**config.mk**
```make
export PLATFORM = sky130hd
export DESIGN_NAME = cmp_scan_ctrl
export DESIGN_NICKNAME = d
export VERILOG_FILES = /design/src/rtl/cmp_scan_pkg.sv /design/src/rtl/cmp_scan_ctrl_mag_cmp.sv /design/src/rtl/cmp_scan_ctrl.sv
export SDC_FILE = /design/constraint.sdc
export NUM_CORES = 1
export LEC_CHECK = 0
export BUFFER_PORTS_ARGS = -buffer_cell sky130_fd_sc_hd__buf_2
export CORE_MARGIN = 2
export CORE_UTILIZATION = 46
export DETAILED_ROUTE_END_ITERATION = 16
export MAX_ROUTING_LAYER = met4
export PLACE_DENSITY = 0.69
export SLEW_MARGIN = 40
export SYNTH_ARGS = -nofsm -noshare
export SYNTH_HDL_FRONTEND = slang
export SYNTH_SLANG_ARGS = --single-unit
```
**constraint.sdc**
```tcl
create_clock -name clk -period 2.8 [get_ports clk]
set_clock_uncertainty 0.1 [all_clocks]
set_input_delay 0.28 -clock clk [delete_from_list [all_inputs] [get_ports clk]]
set_output_delay 0.28 -clock clk [all_outputs]
set_load 0.1 [all_outputs]
```
**src/rtl/cmp_scan_pkg.sv**
```systemverilog
// Shared definitions for the frame extrema scanner: FSM state encoding,
// default sample width / frame length, and the index-width helper.
// Latency: n/a (types and constants only). Backpressure: n/a.
package cmp_scan_pkg;

  localparam int DEF_WIDTH = 4;
  localparam int DEF_LEN   = 8;

  typedef enum logic [1:0] {
    IDLE = 2'd0,
    LOAD = 2'd1,
    SCAN = 2'd2,
    DONE = 2'd3
  } state_t;

  // Width of a 0-based sample position within a frame; never below 1 bit.
  function automatic int idx_w(input int len);
    return (len > 1) ? $clog2(len) : 1;
  endfunction

endpackage

```
**src/rtl/cmp_scan_ctrl_mag_cmp.sv**
```systemverilog
// mag_cmp: unsigned WIDTH-bit magnitude comparator, a against b.
// Latency: purely combinational. Backpressure: none.
// Ports: a, b (operands); g = a>b, l = a<b, e = a==b (exactly one is high).
module mag_cmp #(
  parameter int WIDTH = 4
) (
  input  logic [WIDTH-1:0] a,
  input  logic [WIDTH-1:0] b,
  output logic             g,
  output logic             l,
  output logic             e
);

  assign g = (a > b);
  assign l = (a < b);
  assign e = (a == b);

endmodule

```
**src/rtl/cmp_scan_ctrl.sv**
```systemverilog
// cmp_scan_ctrl: scans a LEN-sample frame, reporting running max/min with a done pulse.
// Latency: start at edge k -> LOAD at k+1; last accept at edge k+LEN (no stalls) -> done and results at that edge.
// Backpressure: in_ready high only in LOAD/SCAN; a source stall (in_valid=0) holds all state.
// Ports: clk/rst (async active-high); start, abort; in_valid/in_ready/in_data sample stream;
//   busy (LOAD/SCAN/DONE), done (1-cycle pulse), max_out/min_out (held until next completed frame).
// Optional: CMP_SCAN_IDX_EN adds max_idx/min_idx, first-occurrence position of each extreme.
module cmp_scan_ctrl
  import cmp_scan_pkg::*;
#(
  parameter int WIDTH = DEF_WIDTH,
  parameter int LEN   = DEF_LEN
) (
  input  logic                    clk,
  input  logic                    rst,
  input  logic                    start,
  input  logic                    abort,
  input  logic                    in_valid,
  input  logic [WIDTH-1:0]        in_data,
  output logic                    in_ready,
  output logic                    busy,
  output logic                    done,
  output logic [WIDTH-1:0]        max_out,
  output logic [WIDTH-1:0]        min_out
`ifdef CMP_SCAN_IDX_EN
  ,
  output logic [idx_w(LEN)-1:0]   max_idx,
  output logic [idx_w(LEN)-1:0]   min_idx
`endif
);

  localparam int CW = $clog2(LEN + 1);
  localparam int IW = idx_w(LEN);

  state_t           state;
  logic [CW-1:0]    count;
  logic [WIDTH-1:0] wmax;
  logic [WIDTH-1:0] wmin;

  logic mx_g, mx_l, mx_e;
  logic mn_g, mn_l, mn_e;

  mag_cmp #(.WIDTH(WIDTH)) u_cmp_max (
    .a (in_data),
    .b (wmax),
    .g (mx_g),
    .l (mx_l),
    .e (mx_e)
  );

  mag_cmp #(.WIDTH(WIDTH)) u_cmp_min (
    .a (in_data),
    .b (wmin),
    .g (mn_g),
    .l (mn_l),
    .e (mn_e)
  );

  // Only G of the max compare and L of the min compare steer updates;
  // ties (E) deliberately keep the earlier sample.
  logic unused_cmp;
  assign unused_cmp = mx_l ^ mx_e ^ mn_g ^ mn_e;

  assign in_ready = (state == LOAD) || (state == SCAN);
  assign busy     = (state != IDLE);

  // abort wins over a sample presented in the same cycle.
  logic accept;
  assign accept = in_valid & in_ready & ~abort;

  // The first sample of a frame (LOAD) loads both extremes unconditionally.
  logic             upd_max, upd_min;
  logic [WIDTH-1:0] nxt_max, nxt_min;
  logic [CW-1:0]    count_nxt;
  logic             last;

  assign upd_max   = (state == LOAD) || mx_g;
  assign upd_min   = (state == LOAD) || mn_l;
  assign nxt_max   = upd_max ? in_data : wmax;
  assign nxt_min   = upd_min ? in_data : wmin;
  assign count_nxt = count + CW'(1);
  // count is 0 in LOAD, so this also covers LEN==1 (LOAD straight to DONE).
  assign last      = (count_nxt == CW'(LEN));

`ifdef CMP_SCAN_IDX_EN
  logic [IW-1:0] wmax_idx, wmin_idx;
  logic [IW-1:0] nxt_max_idx, nxt_min_idx;
  logic [IW-1:0] pos;

  // Position of the sample being accepted is the count before increment.
  assign pos         = count[IW-1:0];
  assign nxt_max_idx = upd_max ? pos : wmax_idx;
  assign nxt_min_idx = upd_min ? pos : wmin_idx;
`endif

  // Results are captured on the edge that enters DONE, so they are already
  // valid during the done cycle and equal the working values held in DONE.
  always_ff @(posedge clk or posedge rst) begin
    if (rst) begin
      state    <= IDLE;
      count    <= '0;
      wmax     <= '0;
      wmin     <= '0;
      done     <= 1'b0;
      max_out  <= '0;
      min_out  <= '0;
`ifdef CMP_SCAN_IDX_EN
      wmax_idx <= '0;
      wmin_idx <= '0;
      max_idx  <= '0;
      min_idx  <= '0;
`endif
    end else begin
      done <= 1'b0;
      case (state)
        IDLE: begin
          if (start) begin
            state <= LOAD;
            count <= '0;
          end
        end
        LOAD, SCAN: begin
          if (abort) begin
            state <= IDLE;
          end else if (accept) begin
            wmax  <= nxt_max;
            wmin  <= nxt_min;
            count <= count_nxt;
`ifdef CMP_SCAN_IDX_EN
            wmax_idx <= nxt_max_idx;
            wmin_idx <= nxt_min_idx;
`endif
            if (last) begin
              state   <= DONE;
              done    <= 1'b1;
              max_out <= nxt_max;
              min_out <= nxt_min;
`ifdef CMP_SCAN_IDX_EN
              max_idx <= nxt_max_idx;
              min_idx <= nxt_min_idx;
`endif
            end else begin
              state <= SCAN;
            end
          end
        end
        DONE: begin
          state <= IDLE;
        end
        default: begin
          state <= IDLE;
        end
      endcase
    end
  end

endmodule

```
==> results.json <==
{
  "cts_resized": 0,
  "leakage_uw": 0.000770,
  "p_seq_share_pct": 34.0,
  "synth_compound_area_share_pct": 14.5,
  "io_pins": 20,
  "core_area_sq_um": 2780,
  "report.final.slew_viol_count": 0,
  "syn_inst": 127,
  "total_power_uw": 1420,
  "final_area_sq_um": 1520,
  "remaining_drc_errors": 0,
  "drt_first_pass_iters": 4,
  "synthMuxAreaShare_pct": 14.3,
  "critPathRequiredTime_ns": 2.91,
  "antenna_found_initial": 0,
  "synth_top_family_by_area": "compound AO/OA/AOI/OAI gates",
  "die-height_microns": 58.2,
  "grt_usage_pct": 16.6,
  "wl_mm": 2.50,
  "grt_pass1_vias": 959,
  "drt_iter0_drc": 26,
  "vias": 987,
  "end_kind": "flop",
  "synthXorXnorAreaFrac_pct": 0,
  "start_kind": "flop",
  "drv_cap": 0,
  "syn_avg_cell_area_sq_um": 10.6,
  "final_nets": 171,
  "drive_gt1_share_pct": 24.2,
  "final.setup.worst_slack_ns": 0.636,
  "synthAdderAreaFrac_pct": 11.1,
  "yosys.area_share.simple_pct": 13.3,
  "synth.distinct_cells": 32,
  "dp_hpwl_mm": 1.97,
  "synth_seq_area_share_pct": 42.6,
  "critical_path_arrival_ns": 2.27,
  "clock_sinks": 23,
  "root_buffer": "clkbuf_4",
  "clk_latency_ns": 0.31,
  "cp_slowest_cell": "dfrtp_1",
  "internal_power_uw": 769,
  "grt_overflow_total": 0,
  "num_rows": 19,
  "clockBufferDepth": 2,
  "synthToLayoutAreaGrowth_pct": 12.2,
  "hold_class": "input port to flop",
  "start_util_pct": 48.5,
  "ant_nets": 0,
  "share_comb_of_total_power_pct": 54.9,
  "mostFrequentLayoutCell": "dfrtp_1",
  "hold_viol": 0,
  "diodes": 0,
  "critPathKind": "flop to flop",
  "placedInstanceArea_sq_um": 1480,
  "critPathMaxStageDelay_ns": 0.41,
  "tns_ns": 0,
  "dpl_worst_slack_ns": 0.614,
  "clk_pin_slew_worst_paths_ns": 0.14,
  "crit_path_max_fanout": 6,
  "cts_tree": "built",
  "syn_nets": 148,
  "netlist_area_sq_um": 1350,
  "io_buffers": 19,
  "pwr-share-clk_pct": 11.1,
  "power_density_nw_per_um2": 940,
  "ctsHtreeMaxLevel": 1,
  "grt_pass1_wl_mm": 4.20,
  "ys_seq_elements": 23,
  "status": "finished clean",
  "setup_violations": 0,
  "final_cell_mix": "dfrtp_1 (23), buf_2 (19), ha_1 (12), inv_1 (11), o21ai_0 (9)",
  "max_freq_mhz": 462,
  "avgRoutedWirePerCell_microns": 13.9,
  "grt_max_degree": 24,
  "period_needed_ns": 2.16,
  "p_sw_uw": 655,
  "switching_share_pct": 46.0,
  "yosys_warnings": 0,
  "viasPerCell": 5.48,
  "peakVddDrop_mv": 0.758,
  "rsz0062_at_grt": "no",
  "fin_util_pct": 54.5,
  "min_period_over_period_pct": 77.3,
  "max_slew_margin_pct": 67.4,
  "place_congestion": 0.806,
  "numCtsBuffers": 3,
  "die_w_microns": 58.2,
  "path_cells": "inv_1 > ha_1 > o21ai_0 > a21oi_1 > o31ai_4 > or2_1 > mux2_1",
  "tightest_slew_ns": 0.489,
  "die_area_sq_um": 3380
}
what timing repair did:
action / in CTS / in global routing
hold buffers: 1 / 0
setup endpoints to repair: 0 / 0
setup buffers: 0 / 0
endpoints found under the hold margin: 23 / 0
layout make-up:
type | count | area, sq um
Sequential cell | 23 | 576
Tap cell | 31 | 38.8
Timing Repair Buffer | 20 | 105
Fill cell | 262 | 1270
Inverter | 13 | 48.8
Clock inverter | 1 | 7.51
Multi-Input combinational cell | 89 | 717
Clock buffer | 3 | 22.5
final timing paths:
| check | to | depth (start not counted) | from | slack (ns) |
|---|---|---|---|---|
| min in group asynchronous | count[0] | 3 | rst | 0.41 |
| hold / removal | wmin[0] | 2 | in_data[0] | 0.17 |
| max in group asynchronous | wmin[1] | 3 | rst | 1.85 |
| hold reg to reg | max_out[2] | 2 | max_out[2] | 0.40 |
| setup / recovery | wmax[2] | 7 | wmax[2] | 0.64 |
| setup reg to reg | wmax[2] | 7 | wmax[2] | 0.64 |
synth_stat cells:
master | instances | area share [%]
a211oi_1 | 1 | 0.56
a21oi_1 | 8 | 3.0
a31oi_1 | 5 | 2.3
and2b_1 | 1 | 0.56
and3_1 | 1 | 0.46
clkbuf_1 | 1 | 0.28
clkbuf_2 | 1 | 0.37
dfrtp_1 | 23 | 43
ha_1 | 12 | 11
inv_1 | 12 | 3.3
inv_2 | 1 | 0.28
mux2_1 | 3 | 2.5
mux2_2 | 5 | 4.2
mux2i_1 | 8 | 5.9
mux2i_4 | 1 | 1.7
nand2_1 | 8 | 2.2
nand2b_1 | 5 | 2.3
nand3_1 | 1 | 0.37
nand3_4 | 1 | 1.3
nand3b_1 | 1 | 0.56
nand4_1 | 1 | 0.46
nor2_1 | 5 | 1.4
nor2b_1 | 1 | 0.46
nor2b_4 | 1 | 1.0
o21ai_0 | 9 | 3.3
o21ai_1 | 4 | 1.5
o2bb2ai_1 | 1 | 0.65
o31ai_4 | 2 | 3.2
or2_1 | 1 | 0.46
or2_2 | 1 | 0.46
or2b_1 | 1 | 0.56
or3b_1 | 1 | 0.65
through the flow:
stage	std cells	hold WS (ns)
after global placement	175	0.367
after floorplan	127	0.182
final	180	0.171
after global routing	180	0.163
after CTS	180	0.173
after detailed placement	175	0.233
kinds of logic after synthesis:
logic type / Yosys count
buffers and inverters: 15
and+or+nand+nor: 30
adders and majority gates: 12
AOI/OAI and AO/OA: 30
DFF: 23
muxes: 17
critical path, delay by kind of cell, from the launching register on:
| kind | cells | cell delay, ns |
|---|---|---|
| buffers and inverters | 1 | 0.06 |
| AOI/OAI and AO/OA | 3 | 0.62 |
| adders and majority gates | 1 | 0.29 |
| muxes | 1 | 0.35 |
| DFF | 1 | 0.41 |
| and+or+nand+nor | 1 | 0.24 |
sequential cells by signal, indices dropped and copies added, names as in the netlist:
signal,count
min_out,4
wmin,4
state,2
done,1
wmax,4
max_out,4
count,4
metal layers:
| layer | share of wire [%] | global-route usage (%) | vias up |
|---|---|---|---|
| li1 | - | - | 488 |
| met1 | 49 | 21.9 | 485 |
| met5 | 0 | - | - |
| met3 | 2.4 | 2.01 | 2 |
| met4 | 0.40 | 3.99 | 0 |
| met2 | 48 | 27.4 | 12 |
power groups by stage:
stage / clock network [uW] / registers (uW) / logic, uW
5_1_grt: 182 / 496 / 857
3_3_place_gp: 0 / 487 / 759
6_report: 158 / 485 / 782
3_5_place_dp: 0 / 492 / 782
4_1_cts: 164 / 484 / 786
2_1_floorplan: 0 / 470 / 666
(Power assumes the default switching activity.)
